File: src/rtl/sequenciador_carga.sv
// Program-load sequencer and RAM-ownership arbiter for the SAP-1 core.
// Streams a 16-byte image into RAM while the CPU is held in clear, then
// hands the RAM back and lets the CPU run until HLT or a new load request.
module sequenciador_carga #(
  parameter int ADDR_W = 4,
  parameter int DATA_W = 8,
  parameter int WORDS  = 16
) (
  input  logic              CLK,
  input  logic              CLR,
  input  logic              start_load,
  input  logic              byte_valid,
  input  logic [DATA_W-1:0] byte_data,
  output logic              byte_ready,
  input  logic              halt_in,
  output logic              ram_sel,
  output logic              ram_we,
  output logic [ADDR_W-1:0] ram_addr,
  output logic [DATA_W-1:0] ram_wdata,
  output logic              cpu_clr,
  output logic              cpu_run,
  output logic              carga_ok,
  output logic [1:0]        estado,
  output logic [ADDR_W:0]   cont_bytes
);

  localparam logic [1:0] ST_IDLE    = 2'd0;
  localparam logic [1:0] ST_CARGA   = 2'd1;
  localparam logic [1:0] ST_PARTIDA = 2'd2;
  localparam logic [1:0] ST_EXEC    = 2'd3;

  // Byte count that completes an image, and the count just before it.
  localparam logic [ADDR_W:0] FULL_CNT = (ADDR_W + 1)'(WORDS);
  localparam logic [ADDR_W:0] LAST_CNT = (ADDR_W + 1)'(WORDS - 1);

  logic [1:0]        state_reg, state_next;
  logic [ADDR_W:0]   cont_reg, cont_next;
  logic              ok_reg, ok_next;
  logic              we_reg, we_next;
  logic [ADDR_W-1:0] addr_reg, addr_next;
  logic [DATA_W-1:0] wdata_reg, wdata_next;
  logic              transfer;

  // A load request always takes priority over accepting a byte.
  assign byte_ready = (state_reg == ST_CARGA) && !start_load;
  assign transfer   = byte_valid && byte_ready;

  // Next-state, byte counter and load-complete flag.
  always_comb begin
    state_next = state_reg;
    cont_next  = cont_reg;
    ok_next    = ok_reg;
    case (state_reg)
      ST_IDLE: begin
        if (start_load) begin
          state_next = ST_CARGA;
          cont_next  = '0;
          ok_next    = 1'b0;
        end
      end
      ST_CARGA: begin
        if (start_load) begin
          cont_next = '0;
        end else if (transfer) begin
          if (cont_reg != FULL_CNT) begin
            cont_next = cont_reg + 1'b1;
          end
          if (cont_reg == LAST_CNT) begin
            state_next = ST_PARTIDA;
          end
        end
      end
      ST_PARTIDA: begin
        // Last write is on the bus this cycle; the image is complete.
        state_next = ST_EXEC;
        ok_next    = 1'b1;
      end
      default: begin
        if (start_load) begin
          state_next = ST_CARGA;
          cont_next  = '0;
          ok_next    = 1'b0;
        end else if (halt_in) begin
          state_next = ST_IDLE;
        end
      end
    endcase
  end

  // Registered write path: one strobe per accepted byte, one cycle later.
  always_comb begin
    we_next    = transfer;
    addr_next  = addr_reg;
    wdata_next = wdata_reg;
    if (transfer) begin
      addr_next  = cont_reg[ADDR_W-1:0];
      wdata_next = byte_data;
    end
  end

  // State registers; reset also drops any write that would be pending.
  always_ff @(posedge CLK) begin
    if (CLR) begin
      state_reg <= ST_IDLE;
      cont_reg  <= '0;
      ok_reg    <= 1'b0;
      we_reg    <= 1'b0;
      addr_reg  <= '0;
      wdata_reg <= '0;
    end else begin
      state_reg <= state_next;
      cont_reg  <= cont_next;
      ok_reg    <= ok_next;
      we_reg    <= we_next;
      addr_reg  <= addr_next;
      wdata_reg <= wdata_next;
    end
  end

  // RAM ownership and CPU control decode straight from the state.
  always_comb begin
    ram_sel = (state_reg == ST_CARGA) || (state_reg == ST_PARTIDA);
    cpu_clr = (state_reg != ST_EXEC);
    cpu_run = (state_reg == ST_EXEC);
  end

  assign ram_we     = we_reg;
  assign ram_addr   = addr_reg;
  assign ram_wdata  = wdata_reg;
  assign carga_ok   = ok_reg;
  assign estado     = state_reg;
  assign cont_bytes = cont_reg;

endmodule
File: config.mk
export PLATFORM = sky130hd
export DESIGN_NAME = sequenciador_carga
export DESIGN_NICKNAME = d
export VERILOG_FILES = /design/src/rtl/sequenciador_carga.sv
export SDC_FILE = /design/constraint.sdc
export NUM_CORES = 1
export LEC_CHECK = 0
export CAP_MARGIN = 20
export CORE_AREA = 2 2 42 73
export DETAILED_ROUTE_END_ITERATION = 7
export DIE_AREA = 0 0 44 75
export PLACE_DENSITY = 0.72
export SYNTH_ARGS = -nofsm -noshare
export SYNTH_HDL_FRONTEND = slang
export SYNTH_SLANG_ARGS = --single-unit
File: constraint.sdc
create_clock -name CLK -period 1.4 [get_ports CLK]
set_input_delay 0.28 -clock CLK [delete_from_list [all_inputs] [get_ports CLK]]
set_output_delay 0.28 -clock CLK [all_outputs]
set_load 0.01 [all_outputs]
Word-level counts from Yosys, hierarchy flattened. Index checks and enable logic that the tools add are counted.

ROM bits: 0. Logic and storage cells: 46. Output and inout bits: 25. Flip-flop bits (word level): 21. Memories: 0. Input port bits: 13. Memory bits (writable): 0. Latch bits: 0.

$add $sub $neg: 1. Bitwise gates (word level): 2. Shift-type cells: 0. Multiply operators: 0. Reductions and logical operators: 13. $lt $le $gt $ge: 0. Mux-type cells: 14. Eq/ne operators: 10. Divide/modulo/power cells: 0.

Operator list (number): $mux 5 (4); $mux 2 (6); $pmux 5 s2 (1); $ne 2x2->1 const B (4); $reduce_bool 2->1 (4); $pmux 2 s3 (1); $add 5x1->5 const B (1); $eq 5x4->1 const B (1); $ne 5x5->1 const B (1); $reduce_and 5->1 (1); $eq 2x2->1 const B (2); $reduce_and 4->1 (1); $reduce_bool 4->1 (1); $eq 2x1->1 const B (1); $logic_and 1x1->1 (2); $logic_not 2->1 (1); $ne 2x1->1 const B (1); $not 1->1 (2); $pmux 1 s2 (1); $reduce_and 2->1 (1); $logic_not 1->1 (1); $logic_or 1x1->1 (1); $mux 1 (1).

Longest topological paths before layout.
Depth after elaboration: 6. Depth in mapped cells: 6. Depth with buffers taken out: 6.

Worst setup path before layout. Ideal clock, no wire load.

Kind: reg-to-reg. From: reg cont_reg[0], in the netlist cont_bytes[0]. To: reg cont_reg[2], in the netlist cont_bytes[2]. Path slack: -0.206 ns. Period minus slack after synthesis: 1.606 ns. Library setup time: 0.088 ns. Arrival time: 1.518 ns. Path buffers: 0. Cell stages (with the launch flop): 6. Data required time: 1.312 ns. Path through: dfxtp_1 > inv_1 > ha_1 > nor4bb_4 > or4_4 > o32ai_2.

Cells in the longest elaborated chain, start to end: 5. Elaborated cells between the ends (all ways): 8. Those cells by class: 1 x add/sub; 1 x eq/ne; 4 x mux; 2 x reduce/logical.

RTL lines: start: declaration (RTL line 37) `logic [ADDR_W:0] cont_reg, cont_next;`; start signal: assignment (RTL line 112) `cont_reg <= cont_next;`; $add 5x1->5 (RTL line 66) `cont_next = cont_reg + 1'b1;`; $mux 5 (RTL line 65) `if (cont_reg != FULL_CNT) begin`; $mux 5 (RTL line 64) `end else if (transfer) begin`; $mux 5 (RTL line 62) `if (start_load) begin`; $pmux 5 s2 (RTL line 53) `case (state_reg)`.

Several ways; a longest one is shown, not always the timed one. The select of a mux whose other input is x is not followed. A chain may end at the register's enable or synchronous reset.

Final worst setup path.
From: reg state_reg[1], in the netlist estado[1]. To: reg cont_reg[2], in the netlist cont_bytes[2].

Cells in the longest elaborated chain, start to end: 5. Elaborated cells between the ends (all ways): 9. Those cells by class: 2 x eq/ne; 1 x mux; 1 x bitwise; 5 x reduce/logical.

RTL lines: start: declaration (RTL line 36) `logic [1:0] state_reg, state_next;`; start signal: assignment (RTL line 111) `state_reg <= state_next;`; $eq 2x1->1 (RTL line 45, 53); $logic_and 1x1->1 (RTL line 45) `assign byte_ready = (state_reg == ST_CARGA) && !start_load;`; $logic_and 1x1->1 (RTL line 46) `assign transfer = byte_valid && byte_ready;`; $reduce_bool 2->1 (no source line); $reduce_and 4->1 (no source line).

Several ways; a longest one is shown, not always the timed one.

==> results list <==
- The die is approximately 44 um wide.
* First-pass GRT wire length: 4710 um
* Leakage power summed over all cells: just over 0.0008 uW
- Combined global-route utilization of all metal layers: about a fifth
- Layout cells sized above 1: 37.7%
- Across the run, the number of max-cap violations was 0.
* Area fraction in compound gates after synthesis: 14.7%
- Fraction of the yosys area taken by sequential cells: 41.6%
* Worst setup path category: register to register
* WL/cell: 13.9 um
- The largest individual stage delay along the critical path comes from the cell or4_4.
* Floorplan row count: 25
- The tree is rooted in a clkbuf_8.
- The number of pins with negative max-slew slack in the final report came to 0.
* Via count of the first global-routing pass: 1087
- Remaining antenna violation count after routing: 0
- Along the worst path, the maximum fanout reaches 4.
- Violation count after the first detailed-routing iteration: 23
* Combined flip-flop and latch cell area: 443 um^2
* Headroom to the max-slew limit: 80.2%
- At the end of the flow, the number of nets in the layout was 204.
* Final Hold Viols: 0
- The initial utilization of the core area, before any placement, comes to 37.5%.
- Counting flops and latches in the post-synthesis netlist gives 21.
- Worst IR drop on VDD: 1.01 mV
- After routing, the total negative slack on setup checks comes to -664 ps.
- GP Congestion: 0.788
- Final setup vio count: 8
- The average instance in the mapped netlist occupies 8.70 um^2.
* Detail Placement HPWL: about 2100 um
- The design draws 2320 uW.
* DR pass1 iterations: 4
- Max stage delay on crit path: 510 ps
* Longest Clk Path Bufs: 2
- Overall via count from detail_route: 1045
- Counting every sink on the clock net gives 21.
* Fraction of the cycle the final worst path needs: 113%
- Worst clock skew: 3.70 ps
* Clock Pin Slew Worst Setup and Hold Paths: 80 ps
- Required time at the worst-slack endpoint: 1570 ps
- Antenna violations before repair: 0
- Summing the areas of all and, or, nand and nor instances in the mapped netlist gives 26.6% of the synthesized area.
- On the critical path the largest part of the delay comes from simple AND/OR/NAND/NOR gates.
- Launching element type of the critical path: register
- Area of combinational cells with multiple inputs: 691 um^2
* Remaining global-route overflow: 0
- The final reports fail on setup timing.
* Unique masters post-synth: 28
- The routed design could run at a clock period as short as 1580 ps.
* Setup slack after layout: -175 ps
- Crit path buf inv count: 2
- Hold WC Path Type: register to register
- The number of clock buffers added by TritonCTS is 3.
- Core footprint: 2690 um^2
- Post-synthesis net count: approximately 140
* Cell count after synthesis: 116
- 38 I/O pins were placed.
- IO buf count: 37
- CTS built an H-tree with a depth of 1.
- Fraction of synthesized cell area in xor and xnor cells: 0%
* Total routed wirelength: around 2900 um
- Pin slew with the least headroom to its limit: 296 ps
* Post-synthesis to final-layout area growth: 84.4%
* Adder-cell share of the synthesized area: 8.67%
- 0 antenna diodes ended up in the layout.
* Fill count: 214
- The die is approximately 75 um tall.
- Clock latency of the later-clocked register in the worst-skew pair: 260 ps
* Multiplexer area fraction after synthesis: 2.97%
* Number of synthesis warnings: 0
* P per Cell Area: 1250 nW/um^2
- Vias per cell: roughly 5
* Status: complete, but fails checks
* Largest net degree at the start of global routing: 27
* Combined area of all synthesized cells: 1010 um^2
* Worst hold slack: 450 ps
- For this run, design rule violations remaining after detail routing come to 0.
- Unrepaired setup endpoints after global routing: yes
* Max Clock Freq: 635 MHz
* Die area: roughly 3300 um^2
- After synthesis, the largest family of logic cells by area is simple AND/OR/NAND/NOR gates.
- TritonCTS built the clock tree.
* Category of the worst setup path capture point: register
- STA puts the critical path data arrival time at about 1700 ps.
- Worst-path cell chain: inv_4 > ha_4 > buf_6 > nand3b_1 > or4_4 > o32ai_2
-- what timing repair did --
item | 4_1_cts | 5_1_grt
pin swaps | 8 | 6
hold buffers | 0 | 0
endpoints found under the setup margin | 31 | 23
setup buffers | 4 | 6
gates resized for setup | 48 | 23
-- cell families after synthesis --
logic type | after synthesis
flops | 21
mux | 3
compound gates | 23
fa+ha+maj | 7
simple gates | 48
buf+inv | 14
-- worst paths after layout --
kind	startpoint	end	slack, ps	cells after the start
worst max-delay path	estado[1]$_SDFFE_PP0P_	cont_bytes[2]$_SDFFE_PP0P_	-180	6
worst min-delay path	ram_addr[2]$_SDFFE_PP0P_	ram_addr[2]$_SDFFE_PP0P_	450	2
worst max register to register	estado[1]$_SDFFE_PP0P_	cont_bytes[2]$_SDFFE_PP0P_	-180	6
worst min register to register	ram_addr[2]$_SDFFE_PP0P_	ram_addr[2]$_SDFFE_PP0P_	450	2
-- metrics by stage --
step                      setup slack, ps  instance area, um^2  instances  utilization [%]
after floorplan                     -62.1                 1050        116                -
after global placement               -306                 1630        199             60.6
after detailed placement             -334                 1630        199             60.6
after CTS                            -164                 1730        207             64.4
after global routing                 -227                 1860        210             69.2
final                                -175                 1860        210             69.2
-- cells in the mapped netlist --
| library cell | instances | area [um^2] |
|---|---|---|
| o21bai_1 | 1 | 7.51 |
| inv_1 | 9 | 33.8 |
| o22ai_1 | 1 | 6.26 |
| mux2i_1 | 3 | 30.0 |
| or3_1 | 1 | 6.26 |
| o32ai_1 | 3 | 26.3 |
| a22o_1 | 1 | 8.76 |
| a21oi_1 | 13 | 65.1 |
| nand2_1 | 24 | 90.1 |
| o21ai_0 | 2 | 10.0 |
| or4_4 | 1 | 11.3 |
| nor3b_1 | 1 | 7.51 |
| and3_2 | 1 | 7.51 |
| dfxtp_1 | 21 | 420 |
| nand3_1 | 1 | 5.00 |
| buf_2 | 1 | 5.00 |
| a211o_1 | 1 | 8.76 |
| nor4bb_4 | 1 | 25.0 |
| nor2b_1 | 1 | 6.26 |
| nand3b_1 | 5 | 37.5 |
| nor2_1 | 1 | 3.75 |
| nor3_1 | 2 | 10.0 |
| nand2b_1 | 7 | 43.8 |
| o32ai_2 | 1 | 16.3 |
| or2_2 | 1 | 6.26 |
| ha_1 | 7 | 87.6 |
| and3b_1 | 1 | 8.76 |
| clkbuf_1 | 4 | 15.0 |
-- power by group --
group | leakage, uW | internal [uW] | total, uW | switching, uW
Clock | 0.0000255 | 199 | 399 | 201
Combinational | 0.000605 | 706 | 1200 | 492
Sequential | 0.000174 | 662 | 725 | 63.3
-- registers in the layout (all words and copies together) (netlist names) --
name	count
ram_wdata	8
estado	2
ram_addr	4
carga_ok	1
cont_bytes	5
ram_we	1
-- layout make-up --
type	instances	area share, %
clock buffer	3	2.22
tap	27	1.81
multi-input combinational	81	37.1
sequential	21	23.8
inverter	9	2.22
timing repair buffer	68	32.6
clock inverter	1	0.269
-- worst min-delay path, delay by kind of cell (launching register included) --
kind / cells / cell delay [ps]
AO/OA/AOI/OAI: 1 / 50
flip-flops: 1 / 310
AND/OR/NAND/NOR: 1 / 50
-- routing by layer --
metal | wire length (um) | vias up | track usage [%]
met5 | 0 | - | 0
met4 | 46 | 0 | 7.07
met3 | 120 | 5 | 1.44
met2 | 1680 | 32 | 38.6
met1 | 1060 | 479 | 18.5
li1 | - | 529 | -
-- layout by cell type, fill, tap and decap left out, types with 2 or more instances in the layout --
cell and count:
inv_4 3, nand2b_1 7, dlygate4sd2_1 20, dfxtp_1 15
inv_1 5, buf_4 26, mux2i_1 3, clkbuf_8 3
nand3b_1 5, a21oi_1 13, dfxtp_4 6, nor3_1 2
buf_12 2, o32ai_2 3, nand2_1 24, ha_4 7
clkdlybuf4s50_1 13, buf_6 5, buf_2 2
(Power assumes the default switching activity.)
